## src/rtl/shift_seq_ctrl_pkg.sv

```systemverilog
// shift_seq_ctrl_pkg: shared widths, shift register mode codes and sequencer states
package shift_seq_ctrl_pkg;
    localparam int WIDTH = 4;
    localparam int CW    = 3;
    localparam logic [1:0] MODE_HOLD = 2'b00;
    localparam logic [1:0] MODE_SHR  = 2'b01;
    localparam logic [1:0] MODE_SHL  = 2'b10;
    localparam logic [1:0] MODE_LOAD = 2'b11;
    typedef enum logic [1:0] {
        ST_IDLE  = 2'd0,
        ST_LOAD  = 2'd1,
        ST_SHIFT = 2'd2,
        ST_DONE  = 2'd3
    } state_t;
    // requests beyond the register width are treated as a full-width shift
    function automatic logic [CW-1:0] clamp_cnt(input logic [CW-1:0] c);
        return (c > CW'(WIDTH)) ? CW'(WIDTH) : c;
    endfunction
endpackage

```

## src/rtl/shift_seq_cnt.sv

```systemverilog
// shift_seq_cnt: loadable down-counter with enable and a "count is one" flag
module shift_seq_cnt
    import shift_seq_ctrl_pkg::*;
(
    input  logic          clk,
    input  logic          rst_n,
    input  logic          load,
    input  logic [CW-1:0] val,
    input  logic          en,
    output logic [CW-1:0] cnt,
    output logic          one
);
    // load wins over decrement; counter idles otherwise
    always_ff @(posedge clk or negedge rst_n)
        if (!rst_n) cnt <= '0;
        else        cnt <= load ? val : en ? cnt - 1'b1 : cnt;
    assign one = (cnt == CW'(1));
endmodule

```

## src/rtl/shift_seq_ctrl.sv

```systemverilog
// shift_seq_ctrl: sequences load-then-shift jobs onto a 4-bit universal shift register
module shift_seq_ctrl
    import shift_seq_ctrl_pkg::*;
(
    input  logic             clk,
    input  logic             rst_n,
    input  logic             req_valid,
    output logic             req_ready,
    input  logic [WIDTH-1:0] req_data,
    input  logic             req_dir,
    input  logic [CW-1:0]    req_cnt,
    input  logic             stall,
    output logic [1:0]       sr_s,
    output logic [WIDTH-1:0] sr_d,
    output logic             sr_oe,
    output logic             busy,
    output logic             done,
    output logic [CW-1:0]    remain
);
    state_t           state, nxt;
    logic [WIDTH-1:0] data_q;
    logic             dir_q;
    logic             accept;
    logic             last;
    assign accept = req_valid && (state == ST_IDLE);
    // the counter is armed at accept so REMAIN already shows the job size during LOAD
    shift_seq_cnt u_cnt (
        .clk   (clk),
        .rst_n (rst_n),
        .load  (accept),
        .val   (clamp_cnt(req_cnt)),
        .en    ((state == ST_SHIFT) && !stall),
        .cnt   (remain),
        .one   (last)
    );
    // state register plus job capture; sr_d keeps the last job's data until the next accept
    always_ff @(posedge clk or negedge rst_n)
        if (!rst_n) begin
            state  <= ST_IDLE;
            data_q <= '0;
            dir_q  <= 1'b0;
        end else begin
            state <= nxt;
            if (accept) begin
                data_q <= req_data;
                dir_q  <= req_dir;
            end
        end
    // next state and mode select; stall only gates the shift of the current SHIFT cycle
    always_comb begin
        nxt  = state;
        sr_s = MODE_HOLD;
        nxt  = (state == ST_IDLE)  ? (accept ? ST_LOAD : ST_IDLE) :
               (state == ST_LOAD)  ? ((remain == '0) ? ST_DONE : ST_SHIFT) :
               (state == ST_SHIFT) ? ((!stall && last) ? ST_DONE : ST_SHIFT) :
                                     ST_IDLE;
        sr_s = (state == ST_LOAD)            ? MODE_LOAD :
               (state == ST_SHIFT && !stall) ? (dir_q ? MODE_SHL : MODE_SHR) :
                                               MODE_HOLD;
    end
    assign req_ready = (state == ST_IDLE);
    assign busy      = (state != ST_IDLE);
    assign done      = (state == ST_DONE);
    assign sr_oe     = (state == ST_IDLE);
    assign sr_d      = data_q;
endmodule

```

## config.mk

```make
export PLATFORM = sky130hd
export DESIGN_NAME = shift_seq_ctrl
export DESIGN_NICKNAME = d
export VERILOG_FILES = /design/src/rtl/shift_seq_ctrl_pkg.sv /design/src/rtl/shift_seq_cnt.sv /design/src/rtl/shift_seq_ctrl.sv
export SDC_FILE = /design/constraint.sdc
export NUM_CORES = 1
export LEC_CHECK = 0
export ABC_CLOCK_PERIOD_IN_PS = 3100
export CORE_UTILIZATION = 41
export CTS_BUF_LIST = sky130_fd_sc_hd__clkbuf_2
export DETAILED_ROUTE_END_ITERATION = 16
export GPL_ROUTABILITY_DRIVEN = 0
export PLACE_DENSITY = 0.78
export SETUP_SLACK_MARGIN = 0.3
export SYNTH_ARGS = -nofsm -noshare
export SYNTH_HDL_FRONTEND = slang
export SYNTH_SLANG_ARGS = --single-unit
```

## constraint.sdc

```tcl
create_clock -name clk -period 3.1 [get_ports clk]
set_input_delay 0.775 -clock clk [delete_from_list [all_inputs] [get_ports clk]]
set_output_delay 0.775 -clock clk [all_outputs]
set_load 0.02 [all_outputs]
```

**Word-level counts from Yosys, hierarchy flattened**

Index checks and enable logic that the tools add are counted.

- Add/sub/neg operators: 1
- $lt $le $gt $ge: 1
- Equal/unequal tests: 4
- Mux-type cells: 12
- Reduce and logical (&&, ||, !) cells: 8

Operator list:

| cell | number |
|---|---|
| $mux 2 | 6 |
| $mux 3 | 3 |
| $eq 2x2->1 const B | 2 |
| $reduce_bool 2->1 | 2 |
| $eq 3x1->1 const B | 1 |
| $gt 3x3->1 const B | 1 |
| $logic_and 1x1->1 | 3 |
| $logic_not 3->1 | 1 |
| $mux 1 | 3 |
| $sub 3x1->3 const B | 1 |
| $eq 2x1->1 const B | 1 |
| $logic_not 2->1 | 1 |
| $logic_not 1->1 | 1 |

- Flip-flop bits (word level): 10
- Input port bits: 12
- Output and inout bits: 13
- Logic and storage cells: 30

**Depth between registers and ports, before layout**

- Depth in word-level cells: 6
- Depth in mapped cells: 6
- Mapped depth without buffers: 5

**By module**

From an unflattened synthesis, not the netlist that was laid out.

- Cell total of the unflattened synthesis: 52
- Area total of the unflattened synthesis: 576.8 µm²

By module, submodules not included:

| module | instances | cells an instance | area each (µm²) | sequential area each (µm²) |
|---|---|---|---|---|
| shift_seq_ctrl | 1 | 33 | 382.9 | 175.2 |
| shift_seq_cnt | 1 | 19 | 193.9 | 75.1 |

**Worst setup path before layout**

OpenSTA, ideal clock, no wires.

- Path kind: input to output
- Start point: input stall
- End point: output sr_s[0]
- Arrival: 1256 ps
- Data required time: 2325 ps
- Path slack: 1069 ps
- Cell stages on the path: 2
- Buffers on the path: 0
- Cells stage by stage: nand2b_4 > o21bai_1

- Longest elaborated chain between the ends: 4

RTL lines:

| what | line | text |
|---|---|---|
| from (decl) | shift_seq_ctrl.sv:12 | `input logic stall,` |
| $logic_not 1->1 | shift_seq_ctrl.sv:58 | `(state == ST_SHIFT && !stall) ? (dir_q ? MODE_SHL : MODE_SHR) :` |
| $logic_and 1x1->1 | shift_seq_ctrl.sv:58 |  |
| $mux 2 | shift_seq_ctrl.sv:58 |  |
| $mux 2 | shift_seq_ctrl.sv:57 | `sr_s = (state == ST_LOAD) ? MODE_LOAD :` |
| to (decl) | shift_seq_ctrl.sv:13 | `output logic [1:0] sr_s,` |

Every way passes these cells.

**Final worst setup path**

- Start point: input stall
- End point: output sr_s[1]

Same word-level chain as after synthesis.

==> impl_metrics.json <==
{
  "regToRegEndpoint": "u_cnt.cnt[2]",
  "required_ns": 2.32,
  "synth_top_family_by_area": "multiplexers",
  "cap_violations": 0,
  "detailed_place_hpwl_um": 871,
  "total_power_w": 0.000900,
  "hold_viol_final": 0,
  "hold-path-endpoint": "sr_d[2]",
  "ys_seq_area_frac": 0.429,
  "synth_edf_count": 0,
  "fillerInstances": 120,
  "crit_fanout": 3,
  "dieArea_mm2": 0.00158,
  "synth_cell_types": 18,
  "numClockSinks": 10,
  "clock_path_buffers": 2,
  "drc": 0,
  "cp.arrival_ns": 1.98,
  "layout.nets": 95,
  "p_leak_nw": 0.419,
  "std_cell_rows": 13,
  "yosys_warnings": 0,
  "cts_tree": "yes",
  "die_y_um": 39.7,
  "worstSkewPairLatency_ns": 0.26,
  "min_period_over_period": 0.887,
  "grt-ovfl-total": 0,
  "ff2ff_path_depth": 5,
  "io_pins": 25,
  "syn_area_per_cell_um2": 11.9,
  "htreeDepth": 1,
  "core_area_mm2": 0.00132,
  "slew_headroom": 0.702,
  "syn_area_um2": 583,
  "firstDrtPassIters": 3,
  "drt-initial-drc-count": 5,
  "cts_setup_buffers": 0,
  "path_cells": "clkdlybuf4s50_1 -> and2b_2 -> a21o_1 -> dlygate4sd2_1",
  "endpoint_kind": "output port",
  "fin_tns_setup_ns": 0,
  "rr_startpoint": "u_cnt.cnt[0]",
  "synth_compound_area_frac": 0.0815,
  "setup-violations-final": 0,
  "hold_slack_ns": 0.522,
  "yosys_register_bits": 10,
  "antenna_found_initial": 0,
  "synthCells": 49,
  "cts_root_buf": "clkbuf_2",
  "crit_path_top_delay_cell": "clkdlybuf4s50_1",
  "diodes": 0,
  "hold_buffers": 0,
  "cpLargestDelayFamily": "buffers and inverters",
  "skew_ns": 0.00209,
  "crit_path_max_incr_delay_ns": 0.48,
  "rsz0062_at_grt": "false",
  "synth_top_area_cell": "dfrtp_1",
  "p_per_area_mw_per_mm2": 1070,
  "synthXorXnorAreaFrac": 0.0150,
  "first_global_vias": 386,
  "synth_common_cells": "dfrtp_1 (10), ha_1 (7), inv_1 (7)",
  "synthMuxAreaShare": 0.167,
  "worstHoldStart": "sr_d[2]",
  "start_kind": "primary input",
  "ir_worst_vdd_uv": 563,
  "max_freq_mhz": 364,
  "async_flop_share": 1.00,
  "synthesis.nets": 68,
  "synth-simple-area-share": 0.0794,
  "synth.most_common_cell": "dfrtp_1",
  "postLayoutCoreUtil": 0.637,
  "crit_type": "primary input to output port",
  "critical_path_buf_inv_count": 2,
  "portBuffers": 24,
  "numCtsBuffers": 3,
  "grt_pass1_wl_um": 1620,
  "worst_pin_slew_ns": 0.445,
  "hold_depth": 1,
  "synth-main-ff-cell": "dfrtp_1",
  "drive_above_1_share": 0.173,
  "fin_crit_ns": 2.75,
  "viasPerCell": 4.73,
  "grt_max_degree": 13,
  "cts.clk_slew.worst_paths_ns": 0.10,
  "die_w_um": 39.7,
  "outcome": "finished clean",
  "r2r_slack_ns": 1.62,
  "start_util": 0.443,
  "yosys-top-cells-area": "dfrtp_1 (43%), ha_1 (15%), mux2_4 (13%)",
  "area_growth_pct": 44.0,
  "drtAntennaViolNets": 0,
  "synth_adder_area_share": 0.150,
  "slew_violations": 0,
  "hp-class": "register to register",
  "num_vias": 426,
  "grt_usage": 0.166,
  "post-synth-top-area-fraction": 0.429,
  "wire_per_inst_um": 12.6,
  "cts_resized": 2,
  "wirelength_um": 1140
}
[cell usage in the layout, fill, tap and decap left out, drive strengths merged]
cell,instances
inv,7
nand2,2
clkinv,1
a21oi,5
a21o,1
mux2,7
o21bai,1
o211ai,1
xnor2,1
nor2,2
clkdlybuf4s50,22
dlygate4sd2,2
dfrtp,10
ha,7
nand4,1
nand2b,1
and2b,1
clkbuf,3
[layout make-up]
class                           instances  area, µm²  area share
Multi-Input combinational cell         30        288       0.343
Sequential cell                        10        250       0.298
Timing Repair Buffer                   24        238       0.283
Inverter                                7       26.3      0.0313
Tap cell                               15       18.8      0.0224
Clock buffer                            3       15.0      0.0179
Clock inverter                          1       3.75     0.00447
[metal layers]
metal / up-vias / routed length, µm / track usage
met3: 2 / 57 / 0.0341
met1: 195 / 502 / 0.212
met5: - / 0 / 0
met2: 17 / 560 / 0.262
li1: 212 / - / -
met4: 0 / 18 / 0.0776
[cell families after synthesis]
family	after synthesis
AO/OA/AOI/OAI	8
XOR/XNOR	1
adder cells (fa/ha/maj)	7
buffers and inverters	9
flip-flops	10
multiplexers	7
AND/OR/NAND/NOR	7
[report_power, final]
group	total (W)	leakage (nW)	internal, W	switching [W]
clock	0.0000752	0.0140	0.0000280	0.0000472
sequential	0.000248	0.118	0.000198	0.0000500
combinational	0.000577	0.287	0.000300	0.000277
total	0.000900	0.419	0.000526	0.000374
[state kept, by name (all words and copies together) (netlist names)]
signal and cells:
dir_q 1, sr_d 4, state 2, u_cnt.cnt 3
[worst max-delay path by stage]
stage	startpoint	endpoint	slack, ns	cells after the start
after detailed placement	stall	sr_s[1]	0.13	4
after global placement	stall	sr_s[1]	0.15	4
after floorplan	stall	sr_s[0]	1.07	2
final	stall	sr_s[1]	0.35	4
after CTS	stall	sr_s[1]	0.35	4
after global routing	stall	sr_s[1]	0.33	4
[worst reg2reg max path, cell delays in order (launching register included)]
cell     delay [ns]
dfrtp_1        0.43
inv_1          0.07
ha_1           0.21
ha_1           0.28
mux2_4         0.27
a21oi_1        0.15
[per-stage QoR]
stage          instance area [µm²]  cells  setup WS [ns]
2_1_floorplan                  583     49           1.07
3_3_place_gp                   823     86          0.147
3_5_place_dp                   823     86          0.128
4_1_cts                        840     90          0.346
5_1_grt                        840     90          0.325
6_report                       840     90          0.350
Note: power is estimated with default switching activity, not from simulation.
